--- config.mk ---
export PLATFORM = sky130hd
export DESIGN_NAME = trace_readback_sequencer
export DESIGN_NICKNAME = d
export VERILOG_FILES = /design/src/rtl/analyzer_pkg.sv /design/src/rtl/ring_addr_step.sv /design/src/rtl/trace_readback_sequencer.sv
export SDC_FILE = /design/constraint.sdc
export NUM_CORES = 1
export LEC_CHECK = 0
export CORE_MARGIN = 2
export CORE_UTILIZATION = 49
export DETAILED_ROUTE_END_ITERATION = 10
export PLACE_DENSITY = 0.81
export SYNTH_ARGS = -nofsm -noshare
export SYNTH_HDL_FRONTEND = slang
export SYNTH_SLANG_ARGS = --single-unit
--- constraint.sdc ---
create_clock -name clk -period 11.62 [get_ports clk]
set_clock_uncertainty 0.1 [all_clocks]
set_input_delay 3.486 -clock clk [delete_from_list [all_inputs] [get_ports clk]]
set_output_delay 3.486 -clock clk [all_outputs]
set_load 0.005 [all_outputs]
--- src/rtl/analyzer_pkg.sv ---
// rtl/analyzer_pkg.sv - shared readback/capture state encoding and ring wrap-add helper
package analyzer_pkg;

    typedef enum logic [1:0] {
        ST_IDLE    = 2'd0,
        ST_READING = 2'd1,
        ST_DONE    = 2'd2
    } rb_state_t;

    // Operands are assumed already inside the ring, so one conditional subtract suffices.
    function automatic logic [63:0] wrap_add(input logic [63:0] a,
                                             input logic [63:0] b,
                                             input logic [63:0] depth);
        logic [63:0] sum;
        sum = a + b;
        return (sum >= depth) ? (sum - depth) : sum;
    endfunction

endpackage

--- src/rtl/ring_addr_step.sv ---
// rtl/ring_addr_step.sv - advance a ring packet address by BURST, wrapping at DEPTH
module ring_addr_step
    import analyzer_pkg::*;
#(
    parameter int ADDR_W = 32,
    parameter int DEPTH  = 2**25,
    parameter int BURST  = 4
) (
    input  logic [ADDR_W-1:0] cur,
    output logic [ADDR_W-1:0] next
);

    assign next = ADDR_W'(wrap_add(64'(cur), 64'(BURST), 64'(DEPTH)));

endmodule

--- src/rtl/trace_readback_sequencer.sv ---
// rtl/trace_readback_sequencer.sv - walks a trace window in BURST-packet read requests; READBACK_ABORT_EN adds abort
module trace_readback_sequencer
    import analyzer_pkg::*;
#(
    parameter int ADDR_W = 32,
    parameter int DEPTH  = 2**25,
    parameter int BURST  = 4,
    parameter int CNT_W  = 24
) (
    input  logic              clk,
    input  logic              reset,
    input  logic              start,
    input  logic              capture_idle,
    input  logic [ADDR_W-1:0] win_begin,
    input  logic [ADDR_W-1:0] win_end,
    output logic              rd_req,
    output logic [ADDR_W-1:0] rd_addr,
    output logic              rd_last,
    input  logic              rd_ready,
`ifdef READBACK_ABORT_EN
    input  logic              abort,
`endif
    output logic              busy,
    output logic              done,
    output logic [CNT_W-1:0]  req_count
);

    localparam logic [ADDR_W:0] BURST_R = (ADDR_W+1)'(BURST);

    rb_state_t         state;
    logic [ADDR_W-1:0] cur;
    logic [ADDR_W-1:0] cur_next;
    logic [ADDR_W:0]   remaining;
    logic [ADDR_W:0]   rem_next;
    logic [ADDR_W:0]   rem_init;
    logic [63:0]       span;
    logic              xfer;
    logic              abort_req;

    ring_addr_step #(
        .ADDR_W (ADDR_W),
        .DEPTH  (DEPTH),
        .BURST  (BURST)
    ) u_step (
        .cur  (cur),
        .next (cur_next)
    );

    // Window length modulo ring size; an empty span means the whole ring.
    always_comb begin
        span     = wrap_add(64'(win_end), 64'(DEPTH) - 64'(win_begin), 64'(DEPTH));
        rem_init = (span == 64'd0) ? (ADDR_W+1)'(DEPTH) : (ADDR_W+1)'(span);
    end

    assign rem_next = (remaining > BURST_R) ? (remaining - BURST_R) : '0;
    assign xfer     = rd_req & rd_ready;

`ifdef READBACK_ABORT_EN
    assign abort_req = abort;
`else
    assign abort_req = 1'b0;
`endif

    always_ff @(posedge clk) begin
        if (reset) begin
            state     <= ST_IDLE;
            cur       <= '0;
            remaining <= '0;
            rd_req    <= 1'b0;
            rd_addr   <= '0;
            rd_last   <= 1'b0;
            busy      <= 1'b0;
            done      <= 1'b0;
            req_count <= '0;
        end else begin
            case (state)
                ST_IDLE: begin
                    done <= 1'b0;
                    if (start && capture_idle) begin
                        state     <= ST_READING;
                        cur       <= win_begin;
                        rd_addr   <= win_begin;
                        remaining <= rem_init;
                        rd_last   <= (rem_init <= BURST_R);
                        rd_req    <= 1'b1;
                        busy      <= 1'b1;
                        req_count <= '0;
                    end
                end
                ST_READING: begin
                    if (xfer) begin
                        cur       <= cur_next;
                        remaining <= rem_next;
                        req_count <= req_count + CNT_W'(1);
                    end
                    // An abort still counts a transfer accepted in the same cycle.
                    if ((xfer && rd_last) || abort_req) begin
                        state   <= ST_DONE;
                        rd_req  <= 1'b0;
                        rd_last <= 1'b0;
                        done    <= 1'b1;
                    end else if (xfer) begin
                        rd_addr <= cur_next;
                        rd_last <= (rem_next <= BURST_R);
                    end
                end
                ST_DONE: begin
                    state <= ST_IDLE;
                    done  <= 1'b0;
                    busy  <= 1'b0;
                end
                default: begin
                    state <= ST_IDLE;
                end
            endcase
        end
    end

endmodule

---- After elaboration in Yosys (flattened, before gate mapping) ----
Cells that the tools add are included.
cells by class
  $add $sub $neg .......................... 7
  order comparisons ....................... 5
  eq/ne operators ......................... 7
  mux-type cells .......................... 28
  bitwise logic cells ..................... 1
  reduce and logical (&&, ||, !) cells .... 15
operator list
  kind                                                                      count
  33-bit two-way mux                                                        4
  32-bit two-way mux                                                        4
  32-bit case mux with 2 select lines                                       2
  33-bit by 3-bit <= comparator with 1-bit output (second input constant)   2
  33-bit case mux with 2 select lines                                       1
  64-bit by 26-bit >= comparator with 1-bit output (second input constant)  1
  64-bit logical NOT                                                        1
  64-bit two-way mux                                                        1
  24-bit two-way mux                                                        2
  24-bit case mux with 2 select lines                                       1
  34-bit by 27-bit subtractor with 35-bit output (second input constant)    1
  33-bit by 33-bit adder with 34-bit output                                 1
  32-bit by 3-bit adder with 33-bit output (second input constant)          1
  33-bit by 26-bit >= comparator with 1-bit output (second input constant)  1
  33-bit by 3-bit > comparator with 1-bit output (second input constant)    1
  26-bit by 32-bit subtractor with 33-bit output (first input constant)     1
  33-bit by 3-bit subtractor with 33-bit output (second input constant)     1
  32-bit by 26-bit subtractor with 32-bit output (second input constant)    1
  24-bit by 1-bit adder with 24-bit output (second input constant)          1
  3-bit AND reduction                                                       3
  2-bit inequality test (second input constant)                             4
  1-bit case mux with 2 select lines                                        4
  1-bit two-way mux                                                         6
  2-bit AND reduction                                                       3
  11 further kinds                                                          15
storage, ports and cells
  flip-flop bits (word level) ............. 127
  word-level logic and storage cells ...... 72

---- Depth between registers and ports, before layout ----
  depth after elaboration ................. 9
  gate-level depth with buffers ........... 22
  gate-level depth less buffers ........... 20

---- Modules after synthesis ----
Synthesis repeated with hierarchy kept, for this count alone.
second synthesis, totals
  cell total of the unflattened synthesis .. 1,252
  area, all modules ....................... 9,805.7 µm²
by module, submodules not included
  module                    times used  cells each  area each (µm²)  seq. area each (µm²)
  trace_readback_sequencer  1           1,131       8,943.6          2,542.4
  ring_addr_step            1           121         862.1            0.0

---- Worst setup path after synthesis ----
No wires, ideal clock.
  path kind ............................... in2reg
  start point ............................. in win_begin[12]
  end point ............................... reg remaining[28]
  data arrival time ....................... 7.961 ns
  data required time ...................... 11.388 ns
  slack ................................... 3.427 ns
  cell stages on the path ................. 17
  buffers on the path ..................... 1
  cells stage by stage .................... or4_4 -> or3_1 -> or3_1 -> clkbuf_1 -> nor4_1 -> xnor2_1 -> ha_1 -> nand2_1 -> or3_1 -> or3_1 -> o21a_1 -> o311a_1 -> nor2_2 -> nand4_1 -> o21a_1 -> a222oi_1 -> nor3_1
between the ends
  word-level cells in the longest chain between the ends .. 8
  elaborated cells on any way between the ends .. 9
  those cells by class .................... 3 x add/sub; 1 x order compare; 4 x mux; 1 x reduce/logical
ends and longest elaborated chain
  item                                                                                                                       line                            source
  start, declared                                                                                                            trace_readback_sequencer.sv:14  input logic [ADDR_W-1:0] win_begin,
  26-bit by 32-bit subtractor with 33-bit output (*)                                                                         trace_readback_sequencer.sv:51  span = wrap_add(64'(win_end), 64'(DEPTH) - 64'(win_begin), 64'(DEPTH));
  33-bit by 33-bit adder with 34-bit output (*)                                                                              analyzer_pkg.sv:15              sum = a + b;
  64-bit by 26-bit >= comparator with 1-bit output / 34-bit by 27-bit subtractor with 35-bit output (equally long branches)  analyzer_pkg.sv:16              return (sum >= depth) ? (sum - depth) : sum;
  64-bit two-way mux (*)                                                                                                     analyzer_pkg.sv:16
  64-bit logical NOT                                                                                                         trace_readback_sequencer.sv:52  rem_init = (span == 64'd0) ? (ADDR_W+1)'(DEPTH) : (ADDR_W+1)'(span);
  33-bit two-way mux (*)                                                                                                     trace_readback_sequencer.sv:52
  33-bit two-way mux (*)                                                                                                     trace_readback_sequencer.sv:79  if (start && capture_idle) begin
  33-bit case mux with 2 select lines (*)                                                                                    trace_readback_sequencer.sv:76  case (state)
  end signal, assigned                                                                                                       trace_readback_sequencer.sv:83  remaining <= rem_init;
  end signal, assigned                                                                                                       trace_readback_sequencer.sv:93  remaining <= rem_next;
  end, declared                                                                                                              trace_readback_sequencer.sv:33  logic [ADDR_W:0] remaining;
Every way passes the cells marked *; elsewhere a longest branch is shown, timed or not. The select of a mux whose other input is x is not followed.
A chain may end at the register's enable or synchronous reset.

---- Final worst setup path ----
  start point ............................. in win_begin[2]
  end point ............................... reg remaining[28]
The elaborated chain is that of the path after synthesis.

==> impl_metrics.yaml <==
power_and_ir_drop:
  p_switching_uw: 515
  pwr-share-seq: 0.323
  power.clock.fraction: 0.384
  sw_frac_of_total: 0.337
  power_frac_comb: 0.293
  worst_ir_drop_vdd_uv: 116
  cellLeakagePower_uw: 0.00417
  finalPower_uw: 1530
  power_density_nw_per_um2: 131
  internal_power_uw: 1010
yosys:
  netlist_instances: 1338
  syn_area_per_cell_sq_um: 7.20
  synth_top_area_frac: 0.264
  yosysWarnings: 0
  synthFlopType: "dfxtp_1"
  synth_commonest_cells: "nand2_1, nor2_1, dfxtp_1"
  synth.ff_latch_count: 127
  yosysUniqueCellTypes: 79
  synth_top_cell_by_area: "dfxtp_1"
  netlist_area_sq_um: 9640
  synth_edf_count: 0
  synth-seq-area-share: 0.264
  yosysMostFrequentCell: "nand2_1"
  synthArstFlopShare: 0
  syn_nets: 1448
  netlist_top_cells_area: "dfxtp_1, nand2_1, xnor2_1"
critical_path:
  path_class: "primary input to flip-flop"
  cp_max_fo: 7
  startpoint_type: "primary input"
  setup.worst_path.end_class: "flip-flop"
  reg2reg_from: "cur[14]$_SDFFE_PP0P_"
  critical-path-max-stage-delay_ps: 520
  reg2reg_depth: 11
  cp.required_ps: 11830
  setup.worst_path.end: "remaining[28]$_SDFFE_PP0P_"
  crit_start: "win_begin[2]"
  crit_top_cell: "or3_1"
  cp.arrival_ps: 9090
  worstPathCellList: "clkdlybuf4s50_1, nor2_1, nand3_1, nor3_1, nand2_1, or3_1, nor4_1, xnor2_1, ha_1, nand2_1, or3_1, or3_1, o21a_1, o311a_1, nor2_2, nand4_1, o21a_1, a222oi_1, nor3_1"
  reg2reg_to: "rd_addr[30]$_SDFFE_PP0P_"
  reg2reg_slack_ps: 7750
  crit_slowest_cell: "or3_1"
cts:
  cts_sinks: 127
  clockRootBuffer: "clkbuf_16"
  htreeDepth: 4
  hold_buffers: 0
  cts.clk_slew.worst_paths_ps: 60
  cts_setup_buffers: 0
  cts_buffers: 17
  clk_path_buf_depth: 2
  insertion_delay_ps: 440
  cts_resized: 0
  cts_tree: "yes"
sta:
  tightest_slew_ps: 1190
  tns_ps: 0
  fin_hold_ws_ps: 357
  finalSetupViolations: 0
  period_share: 0.764
  fin_crit_ps: 8880
  fmax_ghz: 0.113
  hold_viol: 0
  rsz0062_at_grt: "false"
  final_max_slew_viol_count: 0
  slew_headroom: 0.202
global_routing:
  antenna_found_initial: 0
  track_usage: 0.281
  overflow: 0
  grt_first_pass_wirelength_um: 47200
  first_global_vias: 9804
  grt_max_degree: 84
detailed_routing:
  vias_per_cell: 6.03
  wl_per_cell_um: 17.1
  drtAntennaViolNets: 0
  dr.pass1.iters: 6
  wl_um: 29100
  drcViolationCount: 0
  vias: 10200
  drt-initial-drc-count: 821
cells_and_area:
  syn2layout_area_growth_pct: 21.2
  seq_area_sq_um: 2540
  final_nets: 1531
  multi_input_area_sq_um: 6750
  antenna_cells: 0
  fillers: 1770
  drive_gt1_frac: 0.0474
floorplan:
  fp.dieW_um: 144
  std_cell_rows: 51
  initial_core_util: 0.497
  die_y_um: 144
  boundaryPins: 129
  die_area_sq_um: 20800
  core_sq_um: 19400
place:
  gp_congestion: 1.01
  place_hpwl_um: 20900
  portBuffers: 128
status:
  outcome: "complete, no violations"
min_path:
  min_path_type: "flip-flop to flip-flop"
flow_run:
  cap_violations: 0
kinds of logic (layout without fill, tap and decap cells):
group / Yosys count / after routing / share of synthesized area
DFF: 127 / 127 / 0.264
buffers and inverters: 93 / 189 / 0.0376
adders and majority gates: 41 / 41 / 0.0540
muxes: 5 / 5 / 0.00519
AOI/OAI and AO/OA: 338 / 338 / 0.223
xor gates and xnor gates: 133 / 133 / 0.121
and+or+nand+nor: 601 / 601 / 0.295
state kept, by name, indices dropped and copies added, names as in the netlist:
signal     flops
state          2
remaining     33
req_count     24
busy           1
rd_req         1
cur           32
rd_last        1
done           1
rd_addr       32
metal layers:
metal	routed length, um	track usage	vias to the layer above	part of all wire
met3	1850	0.0394	96	0.064
met1	11700	0.334	4702	0.40
li1	-	-	4991	-
met4	1370	0.145	0	0.047
met2	14100	0.493	457	0.49
met5	0	0	-	0
critical path, delay by kind of cell:
family / cells / cell delay, ps
AND/OR/NAND/NOR: 12 / 3300
adder cells (fa/ha/maj): 1 / 390
buffers and inverters: 1 / 500
AO/OA/AOI/OAI: 4 / 1310
XOR/XNOR: 1 / 110
worst min path at each step:
| stage | start | endpoint | slack (ps) | cells after the start |
|---|---|---|---|---|
| floorplan | done$_SDFFE_PP0P_ | done$_SDFFE_PP0P_ | 350 | 2 |
| CTS | rd_addr[21]$_SDFFE_PP0P_ | rd_addr[21]$_SDFFE_PP0P_ | 360 | 2 |
| detailed placement | rd_addr[21]$_SDFFE_PP0P_ | rd_addr[21]$_SDFFE_PP0P_ | 350 | 2 |
| global route | rd_addr[17]$_SDFFE_PP0P_ | rd_addr[17]$_SDFFE_PP0P_ | 380 | 2 |
| global placement | rd_addr[14]$_SDFFE_PP0P_ | rd_addr[14]$_SDFFE_PP0P_ | 340 | 2 |
| finish | rd_addr[22]$_SDFFE_PP0P_ | rd_addr[22]$_SDFFE_PP0P_ | 360 | 2 |
power groups by stage:
stage               Combinational [uW]  Sequential (uW)  Clock [uW]
floorplan                          316              490           0
global placement                   430              499           0
global route                       493              496         605
detailed placement                 435              500           0
finish                             448              493         585
CTS                                440              491         587
stage by stage:
stage               area [sq um]  setup slack [ps]   util  cells
floorplan                   9640              3430      -   1338
global placement           11000              2600  0.569   1667
detailed placement         11000              2440  0.569   1667
CTS                        11700              2840  0.602   1699
global route               11700              2310  0.602   1699
finish                     11700              2740  0.602   1699
layout by cell type, fill, tap and decap left out, drive strengths merged, types with 8 or more instances in the layout:
cell type and instances:
a22oi 8, nor2 160, nor3 59, a21o 12, or3 25, xnor2 76, clkbuf 18, a211oi 18
nor4 26, o211ai 14, buf 9, nand4 24, ha 40, and2 8, o21ai 80, a21oi 109
a31oi 14, a221oi 9, inv 25, and3 14, or4 8, dfxtp 127, clkdlybuf4s50 127, nand2 199
nand3 41, o21a 14, xor2 57
cell type report:
cell class	instances	area share
clock buffers	18	0.0376
clock inverters	14	0.0176
inverters	21	0.00675
multi-input cells	1118	0.577
flip-flops and latches	127	0.218
well taps	265	0.0284
repair buffers	136	0.115
(Power assumes the default switching activity.)
==> variant (same flow settings) <==
Build with the macro `READBACK_ABORT_EN` defined.
--- a/src/rtl/trace_readback_sequencer.sv
+++ b/src/rtl/trace_readback_sequencer.sv
@@ -1,4 +1,6 @@
 // rtl/trace_readback_sequencer.sv - walks a trace window in BURST-packet read requests; READBACK_ABORT_EN adds abort
+`define READBACK_ABORT_EN
+
 module trace_readback_sequencer
     import analyzer_pkg::*;
 #(
Interface: changed (added abort); port bits go from 129 to 130. The function was not compared with the original's and may differ.
==> variant against the unedited design <==
- worst setup slack lost 1.1 ns
- largest cell class unchanged
- global-route usage grew 1.2 points
- largest power group unchanged
- design area grew 5.0%
- routed wire length grew 15%
- synthesized area grew 7.2%
- count of clock-buffer cells in the layout shrank 1
- total power shrank 2.4%
- sequential cell count is the same
==> variant: results (changes against the unedited design) <==
Worst setup path
  – Critical R2R Launch: remaining[8]
  – Cells on worst reg2reg path: 9 (-2)
  – Cell at the slowest stage of the critical path: sky130_fd_sc_hd__nor4_1
  – Critical Path Fanout Max: 13 (+6)
  – Worst reg-to-reg setup slack: 7.30 ns (-0.45 ns)
  – End of the worst register-to-register path: remaining[21]
  – WP data arrival: 10.27 ns (+1.18 ns)
  – Termination of the worst setup path: rd_last
  – Critical Path Start: win_begin[4]

Synthesis
  – Post-Syn Area per Cell: 7.16 sq um (-0.58%)
  – Distinct cells, synth: 82 (+3.8%)
  – Sequential share of the synthesized area: 24.6% (-1.8 points)
  – Post-synth top cells: sky130_fd_sc_hd__nand2_1 (181), sky130_fd_sc_hd__nor2_1 (159), sky130_fd_sc_hd__dfxtp_1 (127)
  – Syn_nets: 1,553 (+7.3%)

GRT
  – Wire length of the first global-routing pass: 52,300 um (+11%)
  – Number of global-route vias before repair: 10,029 (+2.3%)
  – Maximum number of pins on one net before global-route repair: 95 (+13%)
  – GRT Total Usage: 29.3% (+1.2 points)

Hold path
  – End point of the most critical hold path: rd_addr[14]

Power and ir drop
  – Leakage dissipation: 4.39 nW (+5.2%)
  – Highest ir drop seen on vdd: 118 uV (+1.7%)

Placed design
  – Placement Setup Slack: 1.29 ns (-1.15 ns)
  – Dpl cell area: 11,700 sq um (+6.0%)
  – Gp weighted congestion: 0.956 (-5.1%)
  – Half-perimeter wire length after detailed placement: 24,700 um (+18%)

Timing
  – Post-Route Hold Slack: 0.359 ns (+0.00205 ns)

Outcome
  – Status: finished, final reports clean

Routing
  – Via/cell ratio: 6.32 (+4.8%)
  – Final wirelength: 33,400 um (+15%)

Cells and area
  – Finished Layout Cells: 1,796 (+5.7%)
variant: changes by cell type in the layout (fill, tap and decap cells not counted), sizes merged, moves of 9 or more:
cell | unedited run | this run
a21oi | 109 | 119
o31ai | 2 | 11
xnor2 | 76 | 62
a211oi | 18 | 35
nand2 | 199 | 181
and3 | 14 | 24
nand2b | 6 | 15
nand4 | 24 | 37
inv | 25 | 35
and4 | 3 | 12
variant: per-layer routing:
| metal | vias up | track usage, % | wire length [um] |
|---|---|---|---|
| met5 | - | 0 | 0 |
| met4 | 0 | 12.0 | 1330 |
| met3 | 99 | 4.98 | 2820 |
| met2 | 569 | 46.5 | 15000 |
| met1 | 5270 | 39.4 | 14300 |
| li1 | 5411 | - | - |
variant: area by class of cell:
class                      instances  area [sq um]
tap                              275           344
inverter                          27           101
fill                            1901          8560
sequential                       127          2540
multi-input combinational       1198          7360
timing repair buffer             137          1350
clock inverter                    15           144
clock buffer                      17           425
variant: power breakdown:
group / total (mW) / switching (mW) / internal (mW)
clock: 0.516 / 0.232 / 0.283
combinational: 0.479 / 0.290 / 0.189
sequential: 0.494 / 0.0329 / 0.461
variant: cells by family (layout without fill, tap and decap cells):
group	count (synthesis)	count (layout)	synth area share, %
AOI/OAI and AO/OA	383	383	24.5
xor gates and xnor gates	116	116	9.84
adders and majority gates	41	41	5.04
buffers and inverters	117	196	4.34
DFF	127	127	24.6
muxes	6	6	0.606
and+or+nand+nor	652	652	31.1
variant: worst max-delay path: cells and delay by family:
kind	cells	cell delay [ns]
AO/OA/AOI/OAI	4	0.96
adder cells (fa/ha/maj)	2	0.85
XOR/XNOR	1	0.10
AND/OR/NAND/NOR	15	4.39
buffers and inverters	1	0.48
